## src/rtl/music_pkg.sv

```systemverilog
// music_pkg: shared state encoding, end marker and entry field layout helpers
package music_pkg;
  typedef enum logic [1:0] {S_IDLE, S_PLAY, S_PAUSE, S_DONE} state_t;
  localparam logic [31:0] END_MARK = '1;
  function automatic int beat_lsb(input int note_w);
    return note_w;
  endfunction
  function automatic int rest_pos(input int note_w, input int beat_w);
    return note_w + beat_w;
  endfunction
  function automatic int entry_w(input int note_w, input int beat_w);
    return note_w + beat_w + 1;
  endfunction
endpackage

```

## src/rtl/music_sequencer_if.sv

```systemverilog
// music_sequencer_if: control inputs and note outputs of the sequencer
interface music_sequencer_if #(
  parameter int NOTE_W = 3,
  parameter int BEAT_W = 4,
  parameter int ADDR_W = 6,
  parameter int SONG_W = 1
);
  logic              start;
  logic              stop;
  logic              pause;
  logic              loop;
  logic [SONG_W-1:0] song_sel;
  logic [1:0]        tempo_shift;
  logic [NOTE_W-1:0] note_out;
  logic [BEAT_W-1:0] beat_out;
  logic              rest_out;
  logic              tone_en;
  logic              note_strobe;
  logic              done;
  logic              busy;
  logic [ADDR_W-1:0] addr_out;
  modport master (
    output start, stop, pause, loop, song_sel, tempo_shift,
    input  note_out, beat_out, rest_out, tone_en, note_strobe, done, busy, addr_out
  );
  modport slave (
    input  start, stop, pause, loop, song_sel, tempo_shift,
    output note_out, beat_out, rest_out, tone_en, note_strobe, done, busy, addr_out
  );
endinterface

```

## src/rtl/music_song_rom.sv

```systemverilog
// music_song_rom: combinational song table addressed by {song, entry}
module music_song_rom import music_pkg::*; #(
  parameter int NOTE_W = 3,
  parameter int BEAT_W = 4,
  parameter int ADDR_W = 6,
  parameter int SONG_W = 1
) (
  input  logic [SONG_W+ADDR_W-1:0]            i_addr,
  output logic [entry_w(NOTE_W, BEAT_W)-1:0]  o_entry
);
  localparam int EW = entry_w(NOTE_W, BEAT_W);
  function automatic logic [EW-1:0] ent(input int r, input int b, input int n);
    return {1'(r), BEAT_W'(b), NOTE_W'(n)};
  endfunction
  localparam logic [EW-1:0] TWINKLE [14] = '{
    ent(0, 2, 0), ent(0, 2, 0), ent(0, 2, 4), ent(0, 2, 4), ent(0, 2, 5), ent(0, 2, 5), ent(0, 4, 4),
    ent(0, 2, 3), ent(0, 2, 3), ent(0, 2, 2), ent(0, 2, 2), ent(0, 2, 1), ent(0, 2, 1), ent(0, 4, 0)
  };
  localparam logic [EW-1:0] SCALE [9] = '{
    ent(0, 1, 0), ent(0, 1, 1), ent(0, 1, 2), ent(0, 1, 3), ent(0, 1, 4),
    ent(0, 1, 5), ent(0, 1, 6), ent(0, 1, 7), ent(1, 2, 0)
  };
  logic [SONG_W-1:0] w_song;
  logic [ADDR_W-1:0] w_idx;
  assign w_song  = i_addr[SONG_W+ADDR_W-1:ADDR_W];
  assign w_idx   = i_addr[ADDR_W-1:0];
  assign o_entry = (w_song == '0 && w_idx < ADDR_W'(14)) ? TWINKLE[w_idx[3:0]] :
                   (w_song == SONG_W'(1) && w_idx < ADDR_W'(9)) ? SCALE[w_idx[3:0]] : '1;
endmodule

```

## src/rtl/music_sequencer.sv

```systemverilog
// music_sequencer: multi-song note sequencer with pause, loop and tempo control
module music_sequencer import music_pkg::*; #(
  parameter int CLK_FREQ  = 50_000_000,
  parameter int BEAT_FREQ = 4,
  parameter int NOTE_W    = 3,
  parameter int BEAT_W    = 4,
  parameter int ADDR_W    = 6,
  parameter int SONG_W    = 1
) (
  input logic               clk,
  input logic               rst_n,
  music_sequencer_if.slave  bus
);
  localparam int EW = entry_w(NOTE_W, BEAT_W);
  localparam int BL = beat_lsb(NOTE_W);
  localparam int RP = rest_pos(NOTE_W, BEAT_W);
  localparam logic [31:0] BASE_CYCLES = 32'(CLK_FREQ / BEAT_FREQ);
  state_t            r_state, w_state;
  logic [SONG_W-1:0] r_song, w_song;
  logic [ADDR_W-1:0] r_addr, w_addr, r_addr_out;
  logic [31:0]       r_clk_cnt, w_clk_cnt, w_period;
  logic [BEAT_W-1:0] r_beat_cnt, w_beat_cnt, r_beat;
  logic [1:0]        r_shift, w_shift;
  logic [NOTE_W-1:0] r_note;
  logic [EW-1:0]     w_entry;
  logic              r_new, w_new, w_done, w_end, w_wrap, w_active, w_load;
  logic              r_rest, r_tone, r_strobe, r_done, r_busy;
  music_song_rom #(.NOTE_W(NOTE_W), .BEAT_W(BEAT_W), .ADDR_W(ADDR_W), .SONG_W(SONG_W)) u_rom (
    .i_addr  ({r_song, r_addr}),
    .o_entry (w_entry)
  );
  assign w_active = r_state == S_PLAY || r_state == S_PAUSE;
  assign w_period = BASE_CYCLES >> r_shift;
  assign w_wrap   = r_clk_cnt == w_period - 32'd1;
  assign w_end    = w_entry == END_MARK[EW-1:0];
  assign w_load   = w_active && !w_end;
  // next state: stop beats start; a beat field of 0 ends after one beat since beat_cnt starts at 1
  always_comb begin
    w_state    = r_state;
    w_song     = r_song;
    w_addr     = r_addr;
    w_clk_cnt  = r_clk_cnt;
    w_beat_cnt = r_beat_cnt;
    w_shift    = r_shift;
    w_new      = 1'b0;
    w_done     = 1'b0;
    if (bus.stop) begin
      w_state = S_IDLE;
      w_addr  = '0;
    end else if (bus.start) begin
      w_state    = S_PLAY;
      w_song     = bus.song_sel;
      w_addr     = '0;
      w_clk_cnt  = '0;
      w_beat_cnt = BEAT_W'(1);
      w_shift    = bus.tempo_shift;
      w_new      = 1'b1;
    end else if (w_active && bus.pause) begin
      w_state = S_PAUSE;
    end else if (w_active) begin
      w_state = S_PLAY;
      if (w_end) begin
        if (bus.loop && r_addr != '0) begin
          w_addr = '0;
          w_new  = 1'b1;
        end else begin
          w_state = S_DONE;
          w_done  = 1'b1;
        end
      end else if (w_wrap) begin
        w_clk_cnt = '0;
        w_shift   = bus.tempo_shift;
        if (r_beat_cnt >= w_entry[RP-1:BL]) begin
          w_addr     = r_addr + ADDR_W'(1);
          w_beat_cnt = BEAT_W'(1);
          w_new      = 1'b1;
        end else begin
          w_beat_cnt = r_beat_cnt + BEAT_W'(1);
        end
      end else begin
        w_clk_cnt = r_clk_cnt + 32'd1;
      end
    end
  end
  // sequencing state registers
  always_ff @(posedge clk or negedge rst_n) begin
    if (!rst_n) begin
      r_state    <= S_IDLE;
      r_song     <= '0;
      r_addr     <= '0;
      r_clk_cnt  <= '0;
      r_beat_cnt <= BEAT_W'(1);
      r_shift    <= '0;
      r_new      <= 1'b0;
    end else begin
      r_state    <= w_state;
      r_song     <= w_song;
      r_addr     <= w_addr;
      r_clk_cnt  <= w_clk_cnt;
      r_beat_cnt <= w_beat_cnt;
      r_shift    <= w_shift;
      r_new      <= w_new;
    end
  end
  // registered outputs; the end marker is never shown so IDLE/DONE keep the last real entry
  always_ff @(posedge clk or negedge rst_n) begin
    if (!rst_n) begin
      {r_rest, r_beat, r_note} <= '0;
      r_addr_out <= '0;
      r_tone     <= 1'b0;
      r_strobe   <= 1'b0;
      r_done     <= 1'b0;
      r_busy     <= 1'b0;
    end else begin
      if (w_load) {r_rest, r_beat, r_note} <= w_entry;
      r_addr_out <= r_addr;
      r_tone     <= w_state == S_PLAY && !(w_load ? w_entry[RP] : r_rest);
      r_strobe   <= r_new && w_load;
      r_done     <= w_done;
      r_busy     <= w_state == S_PLAY || w_state == S_PAUSE;
    end
  end
  assign bus.note_out    = r_note;
  assign bus.beat_out    = r_beat;
  assign bus.rest_out    = r_rest;
  assign bus.tone_en     = r_tone;
  assign bus.note_strobe = r_strobe;
  assign bus.done        = r_done;
  assign bus.busy        = r_busy;
  assign bus.addr_out    = r_addr_out;
endmodule

```

## src/flat_wrapper.sv

```systemverilog
// flat-port wrapper written by rule: the top's interface ports become plain ports
module music_sequencer_flat import music_pkg::*;
#(
  parameter int CLK_FREQ  = 50_000_000,
  parameter int BEAT_FREQ = 4,
  parameter int NOTE_W    = 3,
  parameter int BEAT_W    = 4,
  parameter int ADDR_W    = 6,
  parameter int SONG_W    = 1
)
  (clk, rst_n, bus_start, bus_stop, bus_pause, bus_loop, bus_song_sel, bus_tempo_shift, bus_note_out, bus_beat_out, bus_rest_out, bus_tone_en, bus_note_strobe, bus_done, bus_busy, bus_addr_out);
  music_sequencer_if #(.NOTE_W(NOTE_W), .BEAT_W(BEAT_W), .ADDR_W(ADDR_W), .SONG_W(SONG_W)) bus_i ();
  input logic clk;
  input logic rst_n;
  input wire logic [$bits(bus_i.start)-1:0] bus_start;
  input wire logic [$bits(bus_i.stop)-1:0] bus_stop;
  input wire logic [$bits(bus_i.pause)-1:0] bus_pause;
  input wire logic [$bits(bus_i.loop)-1:0] bus_loop;
  input wire logic [$bits(bus_i.song_sel)-1:0] bus_song_sel;
  input wire logic [$bits(bus_i.tempo_shift)-1:0] bus_tempo_shift;
  output wire logic [$bits(bus_i.note_out)-1:0] bus_note_out;
  output wire logic [$bits(bus_i.beat_out)-1:0] bus_beat_out;
  output wire logic [$bits(bus_i.rest_out)-1:0] bus_rest_out;
  output wire logic [$bits(bus_i.tone_en)-1:0] bus_tone_en;
  output wire logic [$bits(bus_i.note_strobe)-1:0] bus_note_strobe;
  output wire logic [$bits(bus_i.done)-1:0] bus_done;
  output wire logic [$bits(bus_i.busy)-1:0] bus_busy;
  output wire logic [$bits(bus_i.addr_out)-1:0] bus_addr_out;
  assign bus_i.start = bus_start;
  assign bus_i.stop = bus_stop;
  assign bus_i.pause = bus_pause;
  assign bus_i.loop = bus_loop;
  assign bus_i.song_sel = bus_song_sel;
  assign bus_i.tempo_shift = bus_tempo_shift;
  assign bus_note_out = bus_i.note_out;
  assign bus_beat_out = bus_i.beat_out;
  assign bus_rest_out = bus_i.rest_out;
  assign bus_tone_en = bus_i.tone_en;
  assign bus_note_strobe = bus_i.note_strobe;
  assign bus_done = bus_i.done;
  assign bus_busy = bus_i.busy;
  assign bus_addr_out = bus_i.addr_out;
  music_sequencer #(.CLK_FREQ(CLK_FREQ), .BEAT_FREQ(BEAT_FREQ), .NOTE_W(NOTE_W), .BEAT_W(BEAT_W), .ADDR_W(ADDR_W), .SONG_W(SONG_W)) u_core (.clk(clk), .rst_n(rst_n), .bus(bus_i));
endmodule
```

## config.mk

```make
export PLATFORM = sky130hd
export DESIGN_NAME = music_sequencer_flat
export DESIGN_NICKNAME = d
export VERILOG_FILES = /design/src/rtl/music_pkg.sv /design/src/rtl/music_sequencer_if.sv /design/src/rtl/music_song_rom.sv /design/src/rtl/music_sequencer.sv /design/src/flat_wrapper.sv
export SDC_FILE = /design/constraint.sdc
export NUM_CORES = 1
export LEC_CHECK = 0
export BUFFER_PORTS_ARGS = -buffer_cell sky130_fd_sc_hd__buf_2
export CORE_MARGIN = 4
export CORE_UTILIZATION = 30
export CTS_CLUSTER_DIAMETER = 120
export DETAILED_ROUTE_END_ITERATION = 12
export PLACE_DENSITY = 0.41
export RECOVER_POWER = 25
export SYNTH_ARGS = -nofsm -noshare
export SYNTH_HDL_FRONTEND = slang
export SYNTH_HIERARCHICAL = 1
export SYNTH_SLANG_ARGS = --single-unit
```

## constraint.sdc

```tcl
create_clock -name clk -period 3.9 [get_ports clk]
set_input_delay 0.39 -clock clk [delete_from_list [all_inputs] [get_ports clk]]
set_output_delay 0.39 -clock clk [all_outputs]
set_load 0.005 [all_outputs]
```

==> results of run 1 <==
==> layer usage <==
metal / vias up / part of all wire
met1: 1446 / 0.53
met3: 12 / 0.029
li1: 1499 / -
met4: 0 / 0.016
met5: - / 0
met2: 26 / 0.42
==> synthesized netlist by cell type, drive strengths merged (3+ instances only) <==
cell type,instances
nor3b,4
a211oi,3
o211ai,3
and3,8
nand2,38
nand3,10
inv,25
ha,14
mux2,11
a22oi,3
clkbuf,8
buf,5
and2,4
or2,3
xnor2,23
o21ai,6
o2111ai,3
nor4,8
nor2,65
or4,3
a21oi,12
nor2b,3
xor2,11
dfrtp,65
nand4,12
nor3,13
o311ai,3
nand2b,3
==> state kept, by name, summed over array words and instances, names as in the netlist <==
register and flops:
u_core/bus.rest_out 1, u_core/bus.addr_out 6, u_core/bus.busy 1, u_core/bus.note_out 3
u_core/r_song 1, u_core/r_addr 6, u_core/r_clk_cnt 32, u_core/bus.note_strobe 1
u_core/r_shift 2, u_core/bus.done 1, u_core/r_new 1, u_core/bus.tone_en 1
u_core/bus.beat_out 4, u_core/r_beat_cnt 4, u_core/r_state 2
==> area by class of cell <==
class,count,area (sq um),area share
tap,168,210.2,0.04691
inverter,25,93.84,0.02094
clock buffer,10,239.0,0.05334
multi-input combinational,304,2002,0.4468
clock inverter,6,90.09,0.02011
timing repair buffer,35,192.7,0.04300
sequential,66,1653,0.3689
==> power breakdown <==
part | switching [mW] | total [mW] | internal (mW)
Combinational | 0.160 | 0.279 | 0.118
Clock | 0.317 | 0.893 | 0.577
Sequential | 0.0454 | 0.778 | 0.732
==> worst paths after layout <==
check,from,end,slack (ns)
max,u_core/r_addr[0]$_DFFE_PN0P_,u_core/r_addr[0]$_DFFE_PN0P_,0.55
min,bus_tempo_shift[1],u_core/r_shift[1]$_DFFE_PN0P_,0.28
max reg2reg,u_core/r_addr[0]$_DFFE_PN0P_,u_core/r_addr[0]$_DFFE_PN0P_,0.55
min reg2reg,u_core/r_new$_DFF_PN0_,u_core/bus.note_strobe$_DFF_PN0_,0.48
max in group asynchronous,rst_n,u_core/r_addr[5]$_DFFE_PN0P_,1.64
min in group asynchronous,rst_n,u_core/r_clk_cnt[13]$_DFFE_PN0P_,0.83
==> worst register-to-register path, delay by kind of cell, from the launching register on <==
family,cells,cell delay [ns]
AOI/OAI and AO/OA,4,0.87
DFF,1,0.49
muxes,2,0.53
adders and majority gates,2,0.47
buffers and inverters,2,0.19
and+or+nand+nor,2,0.71
==> through the flow <==
step / instance area [sq um] / utilization / power (mW) / cells / worst slack, ns
finish: 4481 / 0.3669 / 1.950 / 614 / 0.5496
global route: 4481 / 0.3669 / 2.059 / 614 / 0.2708
CTS: 4486 / 0.3673 / 1.991 / 614 / 0.5663
detailed placement: 4156 / 0.3404 / 1.074 / 598 / 0.5725
global placement: 4156 / 0.3404 / 1.071 / 598 / 0.6420
floorplan: 3811 / - / 0.9672 / 408 / 1.084
==> cells by family (layout without fill, tap and decap cells) <==
family,count (synthesis),in the layout,share of synthesized area
AOI/OAI and AO/OA,57,57,0.1185
xor gates and xnor gates,34,34,0.07813
adders and majority gates,15,15,0.04859
buffers and inverters,38,76,0.04104
DFF,66,66,0.4337
muxes,12,12,0.03513
and+or+nand+nor,186,186,0.2449
==> results.toml, run 1 <==
[status]
violations = "capacitance limit, slew limit"
run_status = "finished, violations left"

[worst_hold_path]
hold_depth = 2
hp-class = "in2reg"

[clock_network]
htreeDepth = 3
clock_sinks = 66
numCtsBuffers = 9
cts.repair.resized = 0
postCtsSetupBuffers = 0
clockBufferDepth = 2
root_buffer = "clkbuf_16"
insertion_delay_ns = 0.34
path_clk_slew_ns = 0.06
ctsHoldBuffers = 0
cts_tree = "yes"

[pwr]
powerDensity_nw_per_um2 = 435.1
vdd_drop_max_v = 0.0002248
power_leakage_nw = 1.963

[yosys]
synth_edf_count = 0
syn_nets = 431
ys_warn_count = 6
synth.cell_area_sq_um = 3811
synthArstFlopShare = 1.000
synth_top_cell_area_share = 0.4268
ys_seq_area_frac = 0.4337
yosys.area.top_type = "dfrtp_1"
synthFlopType = "dfrtp_1"
synth_seq_cells = 66
synth_cell_type_count = 65
synth_area_leaders = "dfrtp_1 (43%), nor2_1 (6.4%), xnor2_1 (5.3%)"
syn-instance-count = 408
synth.avg_cell_area_sq_um = 9.341

[worst_setup_path]
crit_path_top_delay_cell = "nor4_1"
worst_setup_path_start_kind = "flop"
crit_chain = "inv_1 > ha_1 > mux2i_1 > nor2_1 > a21oi_1 > inv_1 > ha_1 > o21ai_0 > a211o_1 > nor4_1 > a21oi_1 > mux2_2"
critPathRequiredTime_ns = 4.12
path_buf_inv = 2
reg2reg_depth = 12
crit_cells = 12
worstPathArrival_ns = 3.57
cp_top_family = "compound AO/OA/AOI/OAI gates"
path_class = "reg2reg"
path_max_fanout = 9
max_stage_delay_ns = 0.63
critPathCaptureType = "flop"

[cells_and_area]
final_cell_mix = "nor2_1 (65), dfrtp_1 (65), nand2_1 (38)"
antenna_cells = 0
drive_gt1_frac = 0.1570
nets = 464
fill_cells = 1278
area.growth.synth_to_final_pct = 17.56

[detailed_routing]
dr.pass1.iters = 4
drc = 0
wl_per_cell_um = 15.53
routed_via_density = 4.858
routed_wl_um = 9537
vias = 2983
antenna_left = 0
drt-initial-drc-count = 163

[sta]
tns_ns = 0
worst_slew_pin_slew_ns = 2.519
slew_headroom = -0.6795
setup_viol = 0
whs_ns = 0.2805
drv_slew = 47
max_freq_mhz = 298.5
rsz0062_at_grt = "no"
hold_viol = 0
fin_crit_sh = 0.8591
final.setup_skew_ns = 0.007476
period_needed_ns = 3.350

[grt]
met2_usage = 0.1952
top_usage_layer = "met1"
grt_pass1_vias = 3003
grt_overflow = 0
grt_max_degree = 47
grt_pass1_wl_um = 15750
grtUsageMet1 = 0.2038
antenna_found_initial = 0
gr-usage-all-layers = 0.1393
use_met3 = 0.03882

[floorplan]
die_y_um = 120.7
die_w_um = 120.7
top_level_ports = 27
start_util = 0.3121
row_count = 40
die_area_sq_um = 14570
core-area_sq_um = 12210

[placement]
gp_congestion = 0.7764
numPortBuffers = 26
dpl.hpwl_um = 6931

[flow_run]
cap_violations = 1
Note: power is estimated with default switching activity, not from simulation.
==> run 2: changes to the inputs <==
Settings changed: SYNTH_HIERARCHICAL 1 to unset.
==> results.toml, run 2 <==
[status]
run_status = "finished, violations left"
violations = "capacitance limit, slew limit"

[worst_setup_path]
path_class = "reg2reg"
crit_chain = "inv_1 > ha_1 > nor2b_1 > o21a_1 > nor2_1 > inv_1 > ha_1 > o21ai_0 > a221oi_1 > nand4_1 > a31o_2 > a22o_1"
worstSetupStartpoint = "u_core.r_addr[1]$_DFFE_PN0P_"
r2r_start = "u_core.r_addr[1]$_DFFE_PN0P_"
cp_top_family = "compound AO/OA/AOI/OAI gates"
critPathCaptureType = "flop"
reg2reg_depth = 12
r2r_end = "u_core.r_addr[2]$_DFFE_PN0P_"
path_buf_inv = 2
r2r_setup_slack_ns = 0.45
max_stage_delay_ns = 0.53
path_max_fanout = 9
worst_setup_path_start_kind = "flop"
worstPathArrival_ns = 3.68
critPathRequiredTime_ns = 4.13
crit_path_top_delay_cell = "dfrtp_1"

[sta]
rsz0062_at_grt = "no"
final.setup_skew_ns = 0.005031
tns_ns = 0
max_freq_mhz = 290.1
worst_slew_pin_slew_ns = 2.040
period_needed_ns = 3.447
setup_viol = 0
fin_crit_sh = 0.8840
hold_viol = 0
drv_slew = 35
slew_headroom = -0.3600

[worst_hold_path]
holdPathEnd = "u_core.r_shift[0]$_DFFE_PN0P_"
min_from = "bus_tempo_shift[0]"
hold_depth = 2
hp-class = "in2reg"

[cells_and_area]
top_register = "u_core.r_clk_cnt"
largest_reg_flops = 32
nets = 449
finish.utilization = 0.3551
antenna_cells = 0
final_common_cell = "dfrtp_1"
drive_gt1_frac = 0.1926
area.growth.synth_to_final_pct = 14.11
final_cell_mix = "dfrtp_1 (65), nand2_1 (41), nor2_1 (41)"
fin_area_sq_um = 4554

[clock_network]
cts_tree = "yes"
postCtsSetupBuffers = 0
root_buffer = "clkbuf_16"
ctsHoldBuffers = 0
insertion_delay_ns = 0.34
cts.repair.resized = 0
clock_sinks = 66
path_clk_slew_ns = 0.05
htreeDepth = 3
clockBufferDepth = 2
numCtsBuffers = 9

[floorplan]
top_level_ports = 27
die_area_sq_um = 15210
core-area_sq_um = 12820
row_count = 41
start_util = 0.3112
die_y_um = 123.3
die_w_um = 123.3

[yosys]
synth_seq_cells = 66
synth_area_leaders = "dfrtp_1 (41%), xnor2_1 (6.8%), ha_1 (4.4%)"
synthArstFlopShare = 1.000
synth.cell_area_sq_um = 3991
synthTopCellsByCount = "dfrtp_1 (65), nand2_1 (41), nor2_1 (41), xnor2_1 (31), inv_1 (21)"
synth_edf_count = 0
syn_nets = 427
ys_seq_area_frac = 0.4141
yosysMostFrequentCell = "dfrtp_1"
synth_cell_type_count = 64
synthFlopType = "dfrtp_1"
yosys.area.top_type = "dfrtp_1"
syn-instance-count = 404
ys_warn_count = 0
synth_top_cell_area_share = 0.4075
synth.avg_cell_area_sq_um = 9.880

[grt]
antenna_found_initial = 0
grt_pass1_vias = 2841
grt_max_degree = 35
gr-usage-all-layers = 0.1428
grt_overflow = 0
grt_pass1_wl_um = 16330

[placement]
dpl.hpwl_um = 7053
place_area_sq_um = 4279
gp_congestion = 0.7838
numPortBuffers = 26

[detailed_routing]
routed_wl_um = 9910
dr.pass1.iters = 5
routed_via_density = 5.015
wl_per_cell_um = 16.43
vias = 3024
drt-initial-drc-count = 135
drc = 0
antenna_left = 0

[pwr]
p_comb_frac = 0.177
p_int_mw = 1.345
p_sw_mw = 0.5600
vdd_drop_max_v = 0.0003207
powerDensity_nw_per_um2 = 418.3
p_total_mw = 1.905
clkPwrFrac = 0.396
swShare = 0.2940
seqPwrFrac = 0.427
power_leakage_nw = 1.854

[flow_run]
cap_violations = 1
[run 2: cell types whose count changed after synthesis, moves of 8 or more]
cell / previous run / this run
a2111oi_2: 0 / 9
a211oi_1: 3 / 16
nand3_1: 10 / 19
nor2_1: 65 / 41
nor3_1: 13 / 5
xnor2_1: 23 / 31
xor2_1: 11 / 2
[run 2: worst max-delay path by stage]
stage                                   endpoint  slack (ns)  cells past startpoint
floorplan           u_core.r_addr[4]$_DFFE_PN0P_        0.98                     12
global placement    u_core.r_addr[2]$_DFFE_PN0P_        0.59                     12
detailed placement  u_core.r_addr[2]$_DFFE_PN0P_        0.48                     12
CTS                 u_core.r_addr[2]$_DFFE_PN0P_        0.46                     12
global route        u_core.r_addr[4]$_DFFE_PN0P_        0.16                     12
finish              u_core.r_addr[2]$_DFFE_PN0P_        0.45                     12
[run 2: worst reg2reg max path, stage by stage (launching register included)]
cell and delay, ns:
dfrtp_1 0.53, inv_1 0.14, ha_1 0.19, nor2b_1 0.13
o21a_1 0.23, nor2_1 0.44, inv_1 0.10, ha_1 0.29
o21ai_0 0.10, a221oi_1 0.31, nand4_1 0.29, a31o_2 0.36
a22o_1 0.23
[run 2: through the flow]
step | std cells | hold slack (ns) | setup WS (ns)
floorplan | 404 | 0.09441 | 0.9842
global placement | 587 | 0.4553 | 0.5949
detailed placement | 587 | 0.4607 | 0.4846
CTS | 603 | 0.1950 | 0.4608
global route | 603 | 0.2896 | 0.1592
finish | 603 | 0.2828 | 0.4526
[run 2: power by group through the flow]
stage,clock network (mW),registers (mW),logic [mW]
after floorplan,0,0.796,0.257
after global placement,0,0.828,0.342
after detailed placement,0,0.827,0.343
after CTS,0.788,0.815,0.346
after global routing,0.814,0.824,0.387
final,0.754,0.813,0.337
[run 2: layout make-up]
type                       instances  area [sq um]
fill                            1343          8270
multi-input combinational        294          2142
sequential                        66          1653
clock buffer                      14         264.0
tap                              172         215.2
timing repair buffer              34         188.9
inverter                          21         78.83
clock inverter                     2         12.51
[run 2: metal layers]
metal,part of all wire,vias up,wire length [um],global-route usage
li1,-,1486,-,-
met1,0.52,1472,5127,0.2139
met2,0.43,49,4232,0.1978
met3,0.036,17,361,0.03339
met4,0.019,0,188,0.05260
met5,0,-,0,0
[run 2: cell families (layout without fill, tap and decap cells)]
| group | Yosys count | count (layout) | share of synthesized area |
|---|---|---|---|
| XOR/XNOR | 33 | 33 | 0.07241 |
| multiplexers | 10 | 10 | 0.02696 |
| AO/OA/AOI/OAI | 81 | 81 | 0.1840 |
| buffers and inverters | 44 | 71 | 0.05204 |
| adder cells (fa/ha/maj) | 15 | 15 | 0.04640 |
| AND/OR/NAND/NOR | 155 | 155 | 0.2041 |
| flip-flops | 66 | 66 | 0.4141 |
